## src/rtl/async_fifo_rd_stream_pkg.sv

```systemverilog
// Shared constants and types for the async FIFO read-side streamer.
// Stats counters are enabled by defining ASYNC_FIFO_RD_STATS_EN.
package Asynchronous_FIFO_pkg;

   localparam int DATA_WIDTH   = 8;
   localparam int RD_LATENCY   = 1;
   localparam int RD_BUF_DEPTH = 3;

   typedef enum logic [1:0] {
      IDLE   = 2'd0,
      STREAM = 2'd1,
      FLUSH  = 2'd2
   } rd_stream_state_t;

   // A one-entry buffer still needs a 1-bit pointer.
   function automatic int ptr_width(input int depth);
      return (depth > 1) ? $clog2(depth) : 1;
   endfunction

endpackage

```

## src/rtl/async_fifo_rd_stream_skid_buf.sv

```systemverilog
// Circular skid buffer between the FIFO read pipeline and the downstream stream.
// clear empties the buffer and takes priority over a same-cycle write or pop.
module rd_skid_buf #(
   parameter int DATA_WIDTH = 8,
   parameter int DEPTH      = 3,
   parameter int OCC_W      = $clog2(DEPTH + 1)
) (
   input  logic                  clk_rd,
   input  logic                  rst_n,
   input  logic                  clear,
   input  logic                  wr_en,
   input  logic [DATA_WIDTH-1:0] wr_data,
   input  logic                  pop,
   output logic [DATA_WIDTH-1:0] head_data,
   output logic [OCC_W-1:0]      occ
);
   import Asynchronous_FIFO_pkg::*;

   localparam int PTR_W = ptr_width(DEPTH);

   logic [DATA_WIDTH-1:0] mem_q [DEPTH];
   logic [DATA_WIDTH-1:0] mem_d [DEPTH];
   logic [PTR_W-1:0]      head_q, head_d;
   logic [PTR_W-1:0]      tail_q, tail_d;
   logic [OCC_W-1:0]      occ_q, occ_d;

   function automatic logic [PTR_W-1:0] next_ptr(input logic [PTR_W-1:0] p);
      return (p == PTR_W'(DEPTH - 1)) ? '0 : p + PTR_W'(1);
   endfunction

   always_comb begin
      mem_d  = mem_q;
      head_d = head_q;
      tail_d = tail_q;
      occ_d  = occ_q;
      if (clear) begin
         head_d = '0;
         tail_d = '0;
         occ_d  = '0;
      end else begin
         if (wr_en) begin
            mem_d[tail_q] = wr_data;
            tail_d        = next_ptr(tail_q);
         end
         if (pop) begin
            head_d = next_ptr(head_q);
         end
         case ({wr_en, pop})
            2'b10:   occ_d = occ_q + OCC_W'(1);
            2'b01:   occ_d = occ_q - OCC_W'(1);
            default: occ_d = occ_q;
         endcase
      end
   end

   always_ff @(posedge clk_rd or negedge rst_n) begin
      if (!rst_n) begin
         mem_q  <= '{default: '0};
         head_q <= '0;
         tail_q <= '0;
         occ_q  <= '0;
      end else begin
         mem_q  <= mem_d;
         head_q <= head_d;
         tail_q <= tail_d;
         occ_q  <= occ_d;
      end
   end

   assign head_data = mem_q[head_q];
   assign occ       = occ_q;

endmodule

```

## src/rtl/async_fifo_rd_stream.sv

```systemverilog
// Read-side consumer of the async FIFO: credit-based rd_en, latency-matched capture,
// valid/ready output and flush. Optional ASYNC_FIFO_RD_STATS_EN adds word/stall counters.
//
// state  | meaning
// IDLE   | first cycle after reset release, no reads issued
// STREAM | reads issued against buffer credit, words presented downstream
// FLUSH  | buffer cleared, in-flight words discarded until the pipeline is empty
module async_fifo_rd_stream #(
   parameter int DATA_WIDTH = Asynchronous_FIFO_pkg::DATA_WIDTH,
   parameter int RD_LATENCY = Asynchronous_FIFO_pkg::RD_LATENCY,
   parameter int BUF_DEPTH  = Asynchronous_FIFO_pkg::RD_BUF_DEPTH
) (
   input  logic                  clk_rd,
   input  logic                  rst_n,
   input  logic                  empty,
   input  logic [DATA_WIDTH-1:0] data_out,
   output logic                  rd_en,
   input  logic                  flush,
   output logic                  flush_busy,
   output logic                  m_valid,
   input  logic                  m_ready,
`ifdef ASYNC_FIFO_RD_STATS_EN
   output logic [31:0]           word_cnt,
   output logic [31:0]           stall_cnt,
`endif
   output logic [DATA_WIDTH-1:0] m_data
);
   import Asynchronous_FIFO_pkg::*;

   localparam int OCC_W = $clog2(BUF_DEPTH + 1);

   if (RD_LATENCY < 1 || RD_LATENCY > 4 || BUF_DEPTH < RD_LATENCY + 2) begin : g_bad_cfg
      $error("async_fifo_rd_stream: need 1 <= RD_LATENCY <= 4 and BUF_DEPTH >= RD_LATENCY+2");
   end

   rd_stream_state_t      state_q, state_d;
   logic [RD_LATENCY-1:0] inflight_q, inflight_d;
   logic [OCC_W-1:0]      occ;
   logic [DATA_WIDTH-1:0] head_data;
   logic                  credit_ok;
   logic                  capture;
   logic                  buf_clear;
   logic                  buf_wr;
   logic                  buf_pop;

   // Credit counts words already read but not yet landed, so the buffer can never overflow.
   assign capture   = inflight_q[RD_LATENCY-1];
   assign credit_ok = (int'(occ) + $countones(inflight_q)) < BUF_DEPTH;

   always_ff @(posedge clk_rd or negedge rst_n) begin
      if (!rst_n) begin
         state_q    <= IDLE;
         inflight_q <= '0;
      end else begin
         state_q    <= state_d;
         inflight_q <= inflight_d;
      end
   end

   always_comb begin
      state_d = state_q;
      case (state_q)
         IDLE:    state_d = STREAM;
         STREAM:  if (flush) state_d = FLUSH;
         FLUSH:   if (inflight_q == '0 && !flush) state_d = STREAM;
         default: state_d = IDLE;
      endcase
   end

   always_comb begin
      rd_en      = (state_q == STREAM) && !empty && credit_ok;
      m_valid    = (occ != '0) && (state_q != FLUSH);
      flush_busy = (state_q == FLUSH);
      buf_clear  = (state_q == STREAM) && flush;
      buf_wr     = capture && (state_q == STREAM) && !flush;
      buf_pop    = m_valid && m_ready;
   end

   always_comb begin
      inflight_d = (inflight_q << 1) | RD_LATENCY'(rd_en);
   end

   rd_skid_buf #(
      .DATA_WIDTH (DATA_WIDTH),
      .DEPTH      (BUF_DEPTH),
      .OCC_W      (OCC_W)
   ) u_skid_buf (
      .clk_rd    (clk_rd),
      .rst_n     (rst_n),
      .clear     (buf_clear),
      .wr_en     (buf_wr),
      .wr_data   (data_out),
      .pop       (buf_pop),
      .head_data (head_data),
      .occ       (occ)
   );

   assign m_data = head_data;

`ifdef ASYNC_FIFO_RD_STATS_EN
   logic [31:0] word_cnt_q, word_cnt_d;
   logic [31:0] stall_cnt_q, stall_cnt_d;

   always_comb begin
      word_cnt_d  = word_cnt_q;
      stall_cnt_d = stall_cnt_q;
      if (buf_clear) begin
         word_cnt_d  = '0;
         stall_cnt_d = '0;
      end else begin
         if (buf_pop) word_cnt_d = word_cnt_q + 32'd1;
         if (m_valid && !m_ready) stall_cnt_d = stall_cnt_q + 32'd1;
      end
   end

   always_ff @(posedge clk_rd or negedge rst_n) begin
      if (!rst_n) begin
         word_cnt_q  <= '0;
         stall_cnt_q <= '0;
      end else begin
         word_cnt_q  <= word_cnt_d;
         stall_cnt_q <= stall_cnt_d;
      end
   end

   assign word_cnt  = word_cnt_q;
   assign stall_cnt = stall_cnt_q;
`endif

   a_occ_bound: assert property (@(posedge clk_rd) disable iff (!rst_n) int'(occ) <= BUF_DEPTH);
   a_no_rd_empty: assert property (@(posedge clk_rd) disable iff (!rst_n) !(rd_en && empty));

endmodule

```

## config.mk

```make
export PLATFORM = sky130hd
export DESIGN_NAME = async_fifo_rd_stream
export DESIGN_NICKNAME = d
export VERILOG_FILES = /design/src/rtl/async_fifo_rd_stream_pkg.sv /design/src/rtl/async_fifo_rd_stream_skid_buf.sv /design/src/rtl/async_fifo_rd_stream.sv
export SDC_FILE = /design/constraint.sdc
export NUM_CORES = 1
export LEC_CHECK = 0
export CELL_PAD_IN_SITES_DETAIL_PLACEMENT = 0
export CELL_PAD_IN_SITES_GLOBAL_PLACEMENT = 1
export CORE_MARGIN = 2
export CORE_UTILIZATION = 38
export CTS_CLUSTER_DIAMETER = 80
export DETAILED_ROUTE_END_ITERATION = 10
export GPL_ROUTABILITY_DRIVEN = 0
export GPL_TIMING_DRIVEN = 0
export PLACE_DENSITY_LB_ADDON = 0.05
export SKIP_CTS_REPAIR_TIMING = 1
export SYNTH_ARGS = -nofsm -noshare
export SYNTH_HDL_FRONTEND = slang
export SYNTH_SLANG_ARGS = --single-unit
export TNS_END_PERCENT = 20
```

## constraint.sdc

```tcl
create_clock -name clk_rd -period 1.61 [get_ports clk_rd]
set_clock_uncertainty 0.05 [all_clocks]
set_input_delay 0.2415 -clock clk_rd [delete_from_list [all_inputs] [get_ports clk_rd]]
set_output_delay 0.2415 -clock clk_rd [all_outputs]
set_load 0.03 [all_outputs]
```

Word level (Yosys, flattened, before mapping)
Cells that the tools add are included.

$add $sub $neg: 5. $lt $le $gt $ge: 4. Equal/unequal tests: 9. Muxes and demuxes: 17. Bitwise operators: 4. Reduce and logical (&&, ||, !) cells: 18.

Operator list (number): 24-bit bitwise mux (1); 8-bit 2-to-1 mux (3); 2-bit 2-to-1 mux (9); 8-bit binary-select mux with 2-bit select (1); 8-bit demux with 2-bit select (1); 1-bit logical AND (9); 2-bit == test (second input constant) (4); 2-bit by 1-bit adder with 2-bit output (second input constant) (3); 3-bit greater-or-equal comparator (second input constant) (2); 2-bit inverter with 3-bit output (2); 2-bit one-hot mux with 3 select lines (1); 2-bit nonzero test (3); 2-bit by 1-bit == test with 1-bit output (second input constant) (2); 2-bit inequality test (second input constant) (2); 2-bit one-hot mux with 2 select lines (1); 2-bit AND reduction (2); 2-bit by 1-bit adder with 3-bit output (1); 3-bit by 1-bit < comparator with 1-bit output (second input constant) (1); 3-bit by 2-bit < comparator with 1-bit output (second input constant) (1); 3-bit nonzero test (1); 1-bit logical NOT (2); 2-bit logical NOT (1); 2-bit by 1-bit inequality test with 1-bit output (second input constant) (1); 1-bit inverter (2); 2-bit by 1-bit subtractor with 2-bit output (second input constant) (1).

Register bits: 33. Bits of input ports: 13. Output and inout port bits: 11. Word-level logic and storage cells: 65.

Longest topological paths before layout
Depth in word-level cells: 6. Gate-level depth with buffers: 4. Gate-level depth less buffers: 4.

By module
From an unflattened synthesis, not the netlist that was laid out.

Cells, all modules: 126. Area, all modules: 1595.3 sq um.

By module, submodules not included: rd_skid_buf (times used 1, cells each 108, area each 1392.6 sq um, seq. area each 750.7 sq um); async_fifo_rd_stream (times used 1, cells each 18, area each 202.7 sq um, seq. area each 75.1 sq um).

Least setup slack after synthesis
OpenSTA, ideal clock, no wires.

Path kind: register to register. From: register u_skid_buf.occ_q[0] (netlist: u_skid_buf.occ[0]). To: register inflight_q (netlist: capture). Library setup time: 0.292 ns. Arrival time: 2.570 ns. Required time: 1.268 ns. Setup slack: -1.302 ns. Stages on the path, launching flop included: 4. Buffers on the path: 0. Clock period less this slack: 2.912 ns. Path through: dfrtp_1 -> ha_1 -> ha_1 -> a2111oi_0.

Word-level cells in the longest chain between the ends: 3.

Ends and longest elaborated chain: start, declared (line async_fifo_rd_stream_skid_buf.sv:25) `logic [OCC_W-1:0] occ_q, occ_d;`; start signal, assigned (line async_fifo_rd_stream_skid_buf.sv:61) `occ_q <= '0;`; start signal, assigned (line async_fifo_rd_stream_skid_buf.sv:66) `occ_q <= occ_d;`; 2-bit by 1-bit adder with 3-bit output (line async_fifo_rd_stream.sv:48) `assign credit_ok = (int'(occ) + $countones(inflight_q)) < BUF_DEPTH;`; 3-bit by 2-bit < comparator with 1-bit output (line async_fifo_rd_stream.sv:48); 1-bit logical AND (line async_fifo_rd_stream.sv:71) `rd_en = (state_q == STREAM) && !empty && credit_ok;`; net rd_en (line async_fifo_rd_stream.sv:17) `output logic rd_en,`; end signal, assigned (line async_fifo_rd_stream.sv:56) `inflight_q <= inflight_d;`; end, declared (line async_fifo_rd_stream.sv:37) `logic [RD_LATENCY-1:0] inflight_q, inflight_d;`.

The timed path passes the listed nets, and every way through them passes these cells. A chain may end at the register's enable or synchronous reset.

Worst setup path in the final report
From: register u_skid_buf.occ_q[0] (netlist: u_skid_buf.occ[0]). To: output port rd_en.

Word-level cells in the longest chain between the ends: 3.

Ends and longest elaborated chain (line): 2-bit by 1-bit adder with 3-bit output (async_fifo_rd_stream.sv:48); 3-bit by 2-bit < comparator with 1-bit output (async_fifo_rd_stream.sv:48); 1-bit logical AND (async_fifo_rd_stream.sv:71); end, declared (async_fifo_rd_stream.sv:17).

Every way passes these cells.

==> qor.csv <==
metric,value,unit
worstPathRequired,1.32,ns
setup_violations,29,
first_pass_iters,4,
relSlewSlack,0.5193,
antenna_found_initial,0,
crit_path_start_kind,flip-flop,
crit_fanout,3,
cp-end-kind,output pin,
drc,0,
vias_per_cell,5.054,
syn-cell-area,0.001612,mm2
detail-route-antenna-nets,0,
rows,23,
criticalPathCategory,flip-flop to output pin,
worst_pin_slew,0.7211,ns
irDropWorstVdd,0.8660,mV
timing.hold.ws,-0.04118,ns
cts_root_buf,clkbuf_8,
fin_ws,-0.3018,ns
hold_path.class,input pin to asynchronous set/reset pin,
yosysUniqueCellTypes,31,
p_sw,1.594,mW
worstSkewPairLatency,0.28,ns
die-area,0.004778,mm2
numCtsBuffers,5,
utilization,0.5289,
p_seq_frac,0.338,
placed_area,0.001923,mm2
cts_tree,built,
max_freq,523.1,MHz
yosysSeqAreaShare,0.5124,
failed_checks,"negative hold slack, negative setup slack",
fp.dieW,69.12,um
synth_edf_count,0,
ys_ff_latch,33,
final_net_count,188,
power_density,1893,mW/mm2
cp_cell_sequence,ha_2 > ha_4 > a2111oi_4 > buf_4,
synth.top_cell.area_share,0.5124,
internal-power,2.440,mW
p_sw_frac,0.3951,
slowest_delay,0.43,ns
cpMaxStageDelayCell,dfrtp_2,
vias,1132,
grt_pass1_vias,1156,
clkTransAtPathRegs,0.07,ns
syn_inst,138,
yosysWarnings,0,
outcome,"complete, but fails checks",
totalWireLength,3384,um
combPwrFrac,0.513,
area_delta_synth_final,32.22,%
fin_crit,1.912,ns
dp_hpwl,2236,um
grt_max_degree,34,
clkPwrFrac,0.149,
fill_cells,360,
dp_cells,210,
async_reset_ff_frac,1.000,
maxCapViolCount,0,
grt_first_pass_wirelength,5451,um
ctsHtreeMaxLevel,2,
coreArea,0.004029,mm2
antenna_cells,0,
leakage,0.9832,nW
cp_data_arrival_time,1.62,ns
cts_sinks,33,
synth_top_flop_cell,dfrtp_1,
rsz0062_at_grt,yes,
synth_largest_area_cell,dfrtp_1,
layout_worst_path_cycle_share,1.187,
dp_slack,-0.5728,ns
start_util,0.4000,
finalMaxSlewViolations,0,
wl_per_cell,15.11,um
avgSynthCellArea,11.68,um2
drive_above_1_share,0.4425,
cts_buffer_depth,2,
syn_nets,153,
overflow,0,
track_usage,0.1460,
hold_viol,33,
io_buffers,22,
drt_iter0_markers,39,
fin_area,0.002131,mm2
final_cells,224,
r2r_slack,-0.19,ns
io_pins,24,
synthTopCellsByArea,"dfrtp_1 (51%), mux2_2 (17%), mux2i_1 (5.0%), o21ai_0 (4.0%), nand2_1 (3.5%)",
die_h,69.12,um
==> state kept, by name, summed over array words and instances (netlist names) <==
register           flops
u_skid_buf.occ         2
u_skid_buf.head_q      2
capture                1
u_skid_buf.tail_q      2
state_q                2
u_skid_buf.mem_q      24
==> critical path: cells and delay by family (launching register included) <==
family / cells / cell delay (ns)
fa+ha+maj: 2 / 0.41
compound gates: 1 / 0.29
buf+inv: 1 / 0.21
flops: 1 / 0.43
==> Yosys cell counts, drive strengths merged (2+ instances only) <==
| cell | n |
|---|---|
| nor2 | 4 |
| buf | 2 |
| clkbuf | 3 |
| nand3b | 2 |
| a31oi | 5 |
| o21ai | 13 |
| nor2b | 5 |
| mux2 | 25 |
| inv | 2 |
| nand2b | 4 |
| dfrtp | 33 |
| a21oi | 2 |
| nand2 | 17 |
| ha | 2 |
| mux2i | 8 |
| a22oi | 2 |
==> metal layers <==
| metal | wire length (um) | up-vias | GRT usage |
|---|---|---|---|
| met4 | 42 | 0 | 0.05229 |
| met2 | 1688 | 23 | 0.2425 |
| met3 | 124 | 5 | 0.04094 |
| li1 | - | 563 | - |
| met5 | 0 | - | 0 |
| met1 | 1529 | 541 | 0.1814 |
==> worst paths after layout <==
kind,startpoint,end,cells after the start
max in group asynchronous,rst_n,u_skid_buf.occ[0]$_DFFE_PN0P_,1
worst max register to register,state_q[1]$_DFFE_PN0P_,u_skid_buf.mem_q[9]$_DFFE_PN0P_,4
worst min-delay path,rst_n,u_skid_buf.mem_q[14]$_DFFE_PN0P_,1
worst max-delay path,u_skid_buf.occ[0]$_DFFE_PN0P_,rd_en,4
min in group clk_rd,flush,state_q[0]$_DFFE_PN0P_,2
worst min register to register,u_skid_buf.mem_q[6]$_DFFE_PN0P_,u_skid_buf.mem_q[6]$_DFFE_PN0P_,1
==> power groups by stage <==
stage / clock, mW / combinational (mW) / sequential, mW
2_1_floorplan: 0 / 1.26 / 1.30
3_3_place_gp: 0 / 1.80 / 1.34
3_5_place_dp: 0 / 1.83 / 1.36
4_1_cts: 0.616 / 1.83 / 1.34
5_1_grt: 0.669 / 2.21 / 1.41
6_report: 0.600 / 2.07 / 1.37
==> cells in the final DEF (no fill, tap or decap), types with 2 or more instances in the layout <==
| cell type | n |
|---|---|
| a21oi_1 | 2 |
| a31oi_1 | 5 |
| buf_4 | 13 |
| buf_6 | 4 |
| clkbuf_2 | 2 |
| clkbuf_8 | 5 |
| clkdlybuf4s50_1 | 10 |
| clkinv_2 | 2 |
| dfrtp_1 | 31 |
| dfrtp_2 | 2 |
| mux2_2 | 24 |
| mux2i_1 | 7 |
| nand2_1 | 11 |
| nand2_2 | 5 |
| nand2b_1 | 3 |
| nor2_1 | 3 |
| nor2b_1 | 5 |
| o21ai_0 | 5 |
| o21ai_1 | 5 |
| o21ai_2 | 3 |
==> kinds of logic (layout without fill, tap and decap cells) <==
family                   count (synthesis)  in the layout  synth area share
AO/OA/AOI/OAI                           26             26           0.09395
adder cells (fa/ha/maj)                  3              3           0.02174
buffers and inverters                    7             43           0.01785
flip-flops                              33             33            0.5124
multiplexers                            33             33            0.2244
AND/OR/NAND/NOR                         36             36            0.1297
==> per-stage QoR <==
step / TNS (ns) / power [mW]
after floorplan: -0.4128 / 2.566
after CTS: -10.38 / 3.790
after global placement: -19.47 / 3.133
after detailed placement: -6.769 / 3.185
final: -3.384 / 4.034
after global routing: -6.012 / 4.288
==> area by class of cell <==
cell class / instances / area (um2) / area share
multi-input cells: 98 / 842.1 / 0.3952
clock buffers: 5 / 68.82 / 0.03230
plain buffers: 5 / 36.28 / 0.01703
inverters: 2 / 10.01 / 0.004698
clock inverters: 3 / 17.52 / 0.008221
flip-flops and latches: 33 / 828.3 / 0.3887
well taps: 50 / 62.56 / 0.02936
repair buffers: 28 / 265.3 / 0.1245
Power figures use the tool's default switching activity.
